**src/rtl/hex_display_arbiter.sv**
```systemverilog
// rtl/hex_display_arbiter.sv - round-robin time-share of one 16-bit hex display among four sources
module hex_display_arbiter #(
  parameter int NREQ         = 4,
  parameter int DWELL_CYCLES = 50000000,
  parameter int CNT_W        = 26
) (
  input  logic                 clk,
  input  logic                 reset,
  input  logic [NREQ-1:0]      req,
  input  logic [16*NREQ-1:0]   src_data,
  input  logic                 freeze,
  output logic [15:0]          disp_data,
  output logic [NREQ-1:0]      grant,
  output logic                 disp_valid,
  output logic                 switch_pulse
);

  localparam logic [CNT_W-1:0] CNT_MAX = CNT_W'(DWELL_CYCLES - 1);

  typedef enum logic {IDLE, SHOW} state_t;

  state_t            state_q, state_d;
  logic [1:0]        ptr_q, ptr_d;
  logic [CNT_W-1:0]  cnt_q, cnt_d;
  logic [NREQ-1:0]   grant_d;
  logic [15:0]       disp_d;
  logic              pulse_d;

  logic              found;
  logic [1:0]        sel;
  logic [1:0]        owner;
  logic              expired;

  // Circular search from ptr; scanning offsets high-to-low lets the nearest hit win.
  always_comb begin
    found = 1'b0;
    sel   = ptr_q;
    for (int k = NREQ - 1; k >= 0; k--) begin
      if (req[ptr_q + 2'(k)]) begin
        found = 1'b1;
        sel   = ptr_q + 2'(k);
      end
    end
  end

  // Index of the current owner, recovered from the one-hot grant.
  always_comb begin
    owner = 2'd0;
    for (int i = 0; i < NREQ; i++) begin
      if (grant[i]) owner = 2'(i);
    end
  end

  assign expired    = (cnt_q == CNT_MAX);
  assign disp_valid = |grant;

  // Next-state and next-output logic; every register holds unless a branch says otherwise.
  always_comb begin
    state_d = state_q;
    ptr_d   = ptr_q;
    cnt_d   = cnt_q;
    grant_d = grant;
    disp_d  = disp_data;
    pulse_d = 1'b0;
    case (state_q)
      IDLE: begin
        if (found) begin
          state_d = SHOW;
          grant_d = NREQ'(1) << sel;
          disp_d  = src_data[{sel, 4'b0000} +: 16];
          pulse_d = 1'b1;
          cnt_d   = '0;
          ptr_d   = sel + 2'd1;
        end
      end
      SHOW: begin
        if (expired && !freeze) begin
          if (!found) begin
            state_d = IDLE;
            grant_d = '0;
          end else begin
            cnt_d  = '0;
            ptr_d  = sel + 2'd1;
            disp_d = src_data[{sel, 4'b0000} +: 16];
            if (sel != owner) begin
              grant_d = NREQ'(1) << sel;
              pulse_d = 1'b1;
            end
          end
        end else begin
          // Live tracking of the owner; a dropped request freezes the shown word.
          if (req[owner]) disp_d = src_data[{owner, 4'b0000} +: 16];
          if (!expired) cnt_d = cnt_q + CNT_W'(1);
        end
      end
      default: state_d = IDLE;
    endcase
  end

  // State and output registers with asynchronous active-low reset.
  always_ff @(posedge clk or negedge reset) begin
    if (!reset) begin
      state_q      <= IDLE;
      ptr_q        <= 2'd0;
      cnt_q        <= '0;
      grant        <= '0;
      disp_data    <= 16'h0000;
      switch_pulse <= 1'b0;
    end else begin
      state_q      <= state_d;
      ptr_q        <= ptr_d;
      cnt_q        <= cnt_d;
      grant        <= grant_d;
      disp_data    <= disp_d;
      switch_pulse <= pulse_d;
    end
  end

endmodule

```
**config.mk**
```make
export PLATFORM = sky130hd
export DESIGN_NAME = hex_display_arbiter
export DESIGN_NICKNAME = d
export VERILOG_FILES = /design/src/rtl/hex_display_arbiter.sv
export SDC_FILE = /design/constraint.sdc
export NUM_CORES = 1
export LEC_CHECK = 0
export CORE_UTILIZATION = 54
export DETAILED_ROUTE_END_ITERATION = 10
export PLACE_DENSITY_LB_ADDON = 0.1
export RECOVER_POWER = 25
export SYNTH_ARGS = -nofsm -noshare
export SYNTH_HDL_FRONTEND = slang
export SYNTH_SLANG_ARGS = --single-unit
```
**constraint.sdc**
```tcl
create_clock -name clk -period 3.8 [get_ports clk]
set_clock_uncertainty 0.15 [all_clocks]
set_input_delay 0.57 -clock clk [delete_from_list [all_inputs] [get_ports clk]]
set_output_delay 0.57 -clock clk [all_outputs]
set_load 0.05 [all_outputs]
```
==> results.md, run 1 <==
- The most common cell after layout, fill and taps aside is clkdlybuf4s50_1.
- Setup violations remaining at the end of the flow were counted as 0.
- The tightest min-delay check is of the reg -> reg type.
- The worst register-to-register path begins at cnt_q[16].
- The die outline area is 0.00740 mm².
- The worst hold path begins at cnt_q[6].
- The quantity of hold-fixing buffers added after cts is 0.
- In this run the number of H-tree levels came out at 2.
- The number of setup buffers added after CTS is 0.
- The number of iterations in the first detailed-routing pass is 6.
- The worst hold endpoint is cnt_q[6].
- Post-CTS repair changed the size of 0 cells.
- Counting instances, the worst hold path has a depth of 1.
- The die span in x is 86.1 µm.
- For this run, the slowest stage of the critical path takes 680 ps.
- Of the cells placed in the final design, the portion with a size suffix greater than 1 is 6.58%.
- The congestion estimate from routability-driven global placement came to 0.995.
- Walking the worst path, the cells encountered are or4b_4 > nor4_4 > a31oi_1 > buf_4 > nor2_1 > a21oi_1.
- The standby leakage power is 0.00195 µW.
- When the netlist entered floorplanning its net count stood at 588.
- The number of cell rows is 30.
- The initial antenna violation count came to 0.
- The final reports fail on capacitance limit, slew limit.
- The largest voltage drop on the vdd net is 0.000201 V.
- Global routing finished with a remaining overflow of 0.
- The first-pass GRT wire length is 17,300 µm.
- Once detailed placement completed, the half-perimeter wirelength came to 7770 µm.
- The initial core utilization is 56.2%.
- The transition time of the tightest slew-check pin is 2270 ps.
- The overall power consumption is 1550 µW.
- The critical path buffer and inverter count is 1.
- The power per unit of standard cell area is 317 mW/mm².
- The synthesized area divided by synthesized cell count is 7.42 µm².
- In this run, CTS created clock tree buffers numbering 5.
- The maximum frequency from static timing analysis is 0.323 GHz.
- The clock group share of total power is 26.3%.
- The Yosys step of the flow raised 0 warnings.
- The category of the most critical setup path is reg -> reg.
- The core region is 0.00679 mm².
- The via count of the first global-routing pass is 3,692.
- Counting flops with an async set or reset pin after synthesis yields a share of 100%.
- The slowest stage of the critical path is the nor2_1 cell.
- The worst path uses 81.5% of the clock period.
- STA puts the critical path data required time at 3840 ps.
- Using the TritonRoute via totals, the vias-per-cell ratio works out to 5.94.
- After the last flow step, the layout net total stands at 666.
- The capturing element type of the critical path is a register.
- The synthesized instance count is 514.
- Per report_power, the sequential group accounts for 38.3% of the total.
- The flow ran to the end, but the final reports show violations.
- The top cell types in the final layout, fill and taps aside, are clkdlybuf4s50_1 (91), nand2_1 (89), nor2_1 (71), dfrtp_1 (50), nand3_1 (49).
- The critical path arrival is 3140 ps.
- The count of cell types in the netlist is 57.
- Setup repair after global routing left no endpoint under its margin.
- The shortest period the worst path allows is 3100 ps.
- After clock tree synthesis, the clock-pin slew on the worst setup and hold paths is 110 ps.
- Counting every sink on the clock net gives 50.
- The number of pins exceeding their max-slew limit in the final report is 39.
- OpenSTA, run right after detailed placement, puts the worst setup slack at 544 ps.
- The all-layer global routing usage is 29.4%.
- In this run, the number of DRC markers left after iteration 0 of detailed routing was 302.
- In this run the tool buffered the top-level ports with 92 buffer cells.
- The worst pin sits at a relative slew slack of -51.3%.
- The reg-to-reg critical path endpoint is ptr_q[0].
- The sequential-to-total area share from yosys stat is 32.8%.
- The number of failing hold endpoints at the final stage came to 0.
- The share of total power in combinational logic is 35.5%.
- TritonCTS built the clock tree.
- The final routed wirelength across all metal layers is 11,100 µm.
- The count of nets left with antenna violations once routing finished came out at 0.
- Relative to the synthesized area, the layout overhead comes to 27.9%.
- The main flop type after synthesis is dfrtp_1.
- Cell internal power was estimated by the tool at 989 µW.
- The tree is rooted in a clkbuf_8.
- The maximum number of pins on one net before global-route repair is 41.
- The highest fanout seen on the critical path is 13.
- Grouping stages by cell kind, the critical path spends the most delay in simple AND/OR/NAND/NOR gates.
- Net switching is 36.1% of the power.
- The total inserted antenna cells is 0.
- The post-layout worst setup margin is 702 ps.
- The post-synthesis instance area is 0.00381 mm².
- The number of enable-type register cells in the synthesized netlist is 0.
- Dividing the detail-routed wire length by the instance count gives 16.1 µm.
- The count of unresolved DRC violations after routing is 0.
- The maximum clock path buffer count is 2.
- 93 I/O pins were placed.
- The type of origin of the critical path is a register.
- Summed over all nets, the switching power comes to 559 µW.
- The max-capacitance violation count is 1.
- The setup check on the worst reg-to-reg path leaves a slack of 700 ps.
- The total via count in the routed design is 4,091.
- From bottom edge to top edge, the die measures 86.1 µm.
- Adding up every negative setup slack in the final design gives 0 ps.
- The latest clock arrival within the worst-skew pair is 320 ps.
- Measured in cells, the most critical reg-to-reg path has a length of 6.
- In this run, synthesis produced a sequential element count of 50.
through the flow:
step	hold slack (ps)	cells	area [µm²]	util, %
2_1_floorplan	124	514	3810	-
3_3_place_gp	311	681	4760	70.1
3_5_place_dp	344	681	4760	70.1
4_1_cts	254	689	4880	71.8
5_1_grt	372	689	4880	71.8
6_report	351	689	4880	71.8
cells by family (layout without fill, tap and decap cells):
group                      after synthesis  after routing  synth area share [%]
buffers and inverters                   42            121                  5.41
DFF                                     50             50                  32.8
xor gates and xnor gates                11             11                  2.53
and+or+nand+nor                        280            280                  36.0
muxes                                   21             21                  5.51
AOI/OAI and AO/OA                      107            107                  16.7
adders and majority gates                3              3                 0.984
worst max-delay path by stage:
| stage | startpoint | end | slack [ps] | cells past startpoint |
|---|---|---|---|---|
| final | cnt_q[16] | ptr_q[0] | 700 | 6 |
| after global routing | cnt_q[16] | ptr_q[0] | 500 | 7 |
| after CTS | cnt_q[16] | ptr_q[0] | 740 | 6 |
| after detailed placement | req[3] | grant[3] | 540 | 8 |
| after global placement | req[3] | grant[3] | 620 | 8 |
| after floorplan | grant[1] | disp_valid | 1140 | 3 |
cell type report:
type                            instances  area (µm²)
Multi-Input combinational cell        422        2360
Clock buffer                            5        68.8
Sequential cell                        50        1250
Timing Repair Buffer                  103         997
Tap cell                               96         120
Fill cell                             556        1910
Inverter                               10        37.5
Clock inverter                          3        47.5
per-layer routing:
layer | routed length, µm | vias up | share of wire [%] | GRT usage (%)
met5 | 0 | - | 0 | 0
met4 | 255 | 0 | 2.3 | 11.2
met3 | 697 | 28 | 6.3 | 4.43
met2 | 5300 | 194 | 48 | 50.0
met1 | 4830 | 1911 | 44 | 37.8
li1 | - | 1958 | - | -
power groups by stage:
stage               logic, µW  clock network (µW)  registers [µW]
finish                    549                 407             592
detailed placement        546                   0             602
CTS                       548                 412             592
global placement          539                   0             600
floorplan                 187                   0             742
global route              582                 429             596
Yosys cell counts, types with 2 or more instances:
cell,n,area (µm²)
nor2b_1,5,31.3
a21o_1,3,22.5
xnor2_1,5,43.8
a31oi_1,2,12.5
and3_1,7,43.8
inv_1,8,30.0
dfrtp_1,50,1250
o22ai_1,4,25.0
and2_1,4,25.0
nor2_1,71,267
clkbuf_1,16,60.1
buf_4,5,37.5
xor2_1,6,52.6
a22o_1,2,17.5
nor3_2,10,100
nor3_1,14,70.1
o21ai_0,24,120
nand2_1,89,334
nand4_1,8,50.1
mux2i_1,21,210
or4_1,2,15.0
buf_2,6,30.0
a21oi_1,45,225
nor4_1,4,25.0
buf_6,3,33.8
o31ai_1,2,15.0
buf_1,2,7.51
or4_4,2,22.5
ha_1,3,37.5
a211oi_1,15,113
nand3_1,49,245
o211ai_1,2,15.0
registers in the layout, indices dropped and copies added (netlist names):
register / count
state_q: 1
disp_data: 16
switch_pulse: 1
cnt_q: 26
grant: 4
ptr_q: 2
No activity file was read; power rests on OpenSTA's default activity.
==> run 2: changes to the inputs <==
CORE_UTILIZATION = 51   (was 54)
clock period = 3.2 ns   (was 3.8 ns; I/O delays follow)
==> run 2 against run 1 <==
Net effect: the run ends with capacitance limit left; routed wire length is 1.1% higher; global-route usage is 0.85 points lower; worst hold slack worse by 17 ps; total power is 23% higher; largest cell class unchanged; largest power group unchanged.
==> results.md, run 2 (synthesized netlist as in run 1, its figures left out) <==
- The run finished, with violations left.
- The checks that failed: capacitance limit.
- The area used by multi-input combinational logic came to 0.00236 mm² (unchanged).
- The initial core utilization is 52.6% (-3.6 points).
- The latest clock arrival within the worst-skew pair is 300 ps (-20 ps).
- The clock transition at the registers of the reported paths is 100 ps (about the same).
- The shortest period the worst path allows is 2930 ps.
- The number of pins exceeding their max-slew limit in the final report is 0 (-100%).
- The critical path is of the reg -> out type.
- The maximum clock path buffer count is 2 (unchanged).
- The number of setup buffers added after CTS is 0 (unchanged).
- The reg-to-reg critical path endpoint is disp_data[3].
- The via count of the first global-routing pass is 3,753 (+1.7%).
- The worst setup path is captured at an output pin.
- The number of port buffers was 92 (unchanged).
- Setup repair after global routing left no endpoint under its margin.
- The share of post-route cells with drive strength above 1 is 7.81% (+1.2 points).
- The standby leakage power is 0.00200 µW (+2.8%).
- The transition time of the tightest slew-check pin is 1500 ps (-774 ps).
- The initial antenna violation count is 0 (unchanged).
- The number of design-rule violations left by the first detailed-router iteration came to 265 (-12%).
- The all-layer global routing usage came to 28.6% (-0.85 points).
- The slack of the worst reg-to-reg path is 370 ps (-330 ps).
- The worst path uses 91.5% of the clock period.
- In this run the worst setup path begins at grant[1].
- Timing would allow up to 0.341 GHz.
- The number of flip-flops in the largest register came to 26 (unchanged).
- The depth of the CTS H-tree is 2 (unchanged).
- The largest register by flop count is cnt_q.
- The number of sinks on the clock net is 50 (unchanged).
- The highest fanout seen on the critical path came to 14 (+1).
- The library cell used most frequently in the layout, excluding fill and tap cells, is clkdlybuf4s50_1.
- The count of unresolved DRC violations after routing is 0 (unchanged).
- The power per unit of standard cell area is 383 mW/mm² (+21%).
- The first-pass GRT wire length is 17,400 µm (+0.40%).
- The critical path arrival is 2300 ps (-840 ps).
- The height of the chip is 88.5 µm (+2.8%).
- The maximum number of pins on one net before global-route repair is 40 (-2.4%).
- The net switching component of the power is 635 µW (+14%).
- The post-route worst hold slack is 334 ps (-17.5 ps).
- The die span in x was 88.5 µm (+2.8%).
- The path class of the tightest hold or removal check is reg -> reg.
- The remaining global-route overflow is 0 (unchanged).
- The number of endpoints failing setup at the final stage is 0 (unchanged).
- TritonCTS built the clock tree.
- The floorplan core area is 0.00725 mm² (+6.8%).
- The count of instances resized after the clock tree is built was 0 (unchanged).
- The number of iterations in the first detailed-routing pass is 5 (-1).
- The average vias per placed instance is 5.80 (-2.4%).
- The max-capacitance violation count came to 1 (unchanged).
- The count of antenna-violating nets left after detailed routing came to 0 (unchanged).
- The top-level port count is 93 (unchanged).
- The fill cell total of the finished layout is 627 (+13%).
- The number of failing hold endpoints at the final stage is 0 (unchanged).
- The HPWL reported at the end of detailed placement is 8130 µm (+4.6%).
- The wire length per cell is 16.0 µm (-0.66%).
- The reg-to-reg critical path startpoint is cnt_q[16].
- The clock buffer count from CTS is 5 (unchanged).
- The largest voltage drop on the vdd net came to 0.000196 V (-2.3%).
- The total via count in the routed design is 4,063 (-0.68%).
- The register share of total power is 37.3% (-1.0 points).
- The setup TNS is 0 ps (unchanged).
- The final weighted congestion of routability-driven global placement came to 0.962 (-3.3%).
- The total inserted antenna cells is 0 (unchanged).
- The type of origin of the critical path is a register.
- The root buffer cell is clkbuf_8.
- The final routed wirelength across all metal layers came to 11,200 µm (+1.1%).
- The number of cell rows is 31 (+3.3%).
- The logic depth of the worst register-to-register path was 7 (+1).
- The termination of the worst setup path is disp_valid.
- The die outline area is 0.00783 mm² (+5.8%).
- The final-stage net count was 675 (+1.4%).
- The largest registers in the layout are cnt_q x26, disp_data x16, grant x4.
- The clock group share of total power is 28.9% (+2.6 points).
- The relative slew slack is 0.253% (+52 points).
- The share of total power in combinational logic was 33.7% (-1.8 points).
- The switching share of power is 33.3% (-2.8 points).
- In the layout the commonest cells are clkdlybuf4s50_1 (91), nand2_1 (89), nor2_1 (71), dfrtp_1 (50), nand3_1 (49).
- The cell internal power dissipation is 1270 µW (+28%).
- The data required time at the worst endpoint is 2570 ps (-1270 ps).
- The layout overhead on the synthesized area is 30.4%.
- The quantity of hold-fixing buffers added after cts is 0 (unchanged).
- The footprint of the flip-flops and latches is 0.00125 mm² (unchanged).
==> run 2: layout make-up <==
type	count	share of cell area [%]
Sequential cell	50	25.2
Clock buffer	6	1.66
Multi-Input combinational cell	422	47.4
Inverter	10	0.755
Tap cell	99	2.49
Timing Repair Buffer	112	21.3
Clock inverter	2	1.21
==> run 2: worst min-delay path by stage <==
stage,start,to,slack (ps),cells after the start
final,cnt_q[6],cnt_q[6],330,1
after global routing,cnt_q[6],cnt_q[6],360,1
after CTS,reset,disp_data[1],50,1
after detailed placement,cnt_q[6],cnt_q[6],320,1
after global placement,cnt_q[6],cnt_q[6],310,1
after floorplan,reset,cnt_q[0],30,0
==> run 2: power groups by stage <==
stage / sequential (µW) / clock [µW] / combinational [µW]
global route: 716 / 584 / 692
finish: 711 / 551 / 642
global placement: 724 / 0 / 634
detailed placement: 724 / 0 / 640
CTS: 711 / 563 / 644
floorplan: 881 / 0 / 222
==> run 2: layer usage <==
| metal | global-route usage [%] | wire length [µm] |
|---|---|---|
| met5 | 0 | 0 |
| met4 | 9.09 | 226 |
| met3 | 3.82 | 672 |
| met2 | 50.3 | 5650 |
| met1 | 36.3 | 4650 |
==> run 2: through the flow <==
step,power [µW],util [%],setup WS (ps),cells,cell area (µm²)
5_1_grt,1990,68.6,211,701,4970
3_3_place_gp,1360,66.7,281,693,4840
6_report,1900,68.6,271,701,4970
4_1_cts,1920,68.6,283,701,4980
2_1_floorplan,1100,-,633,514,3810
3_5_place_dp,1360,66.7,175,693,4840
==> run 2: critical path, stage by stage, from the launching register on <==
cell             delay, ps
dfrtp_1                650
or4_1                  600
clkdlybuf4s50_1        740
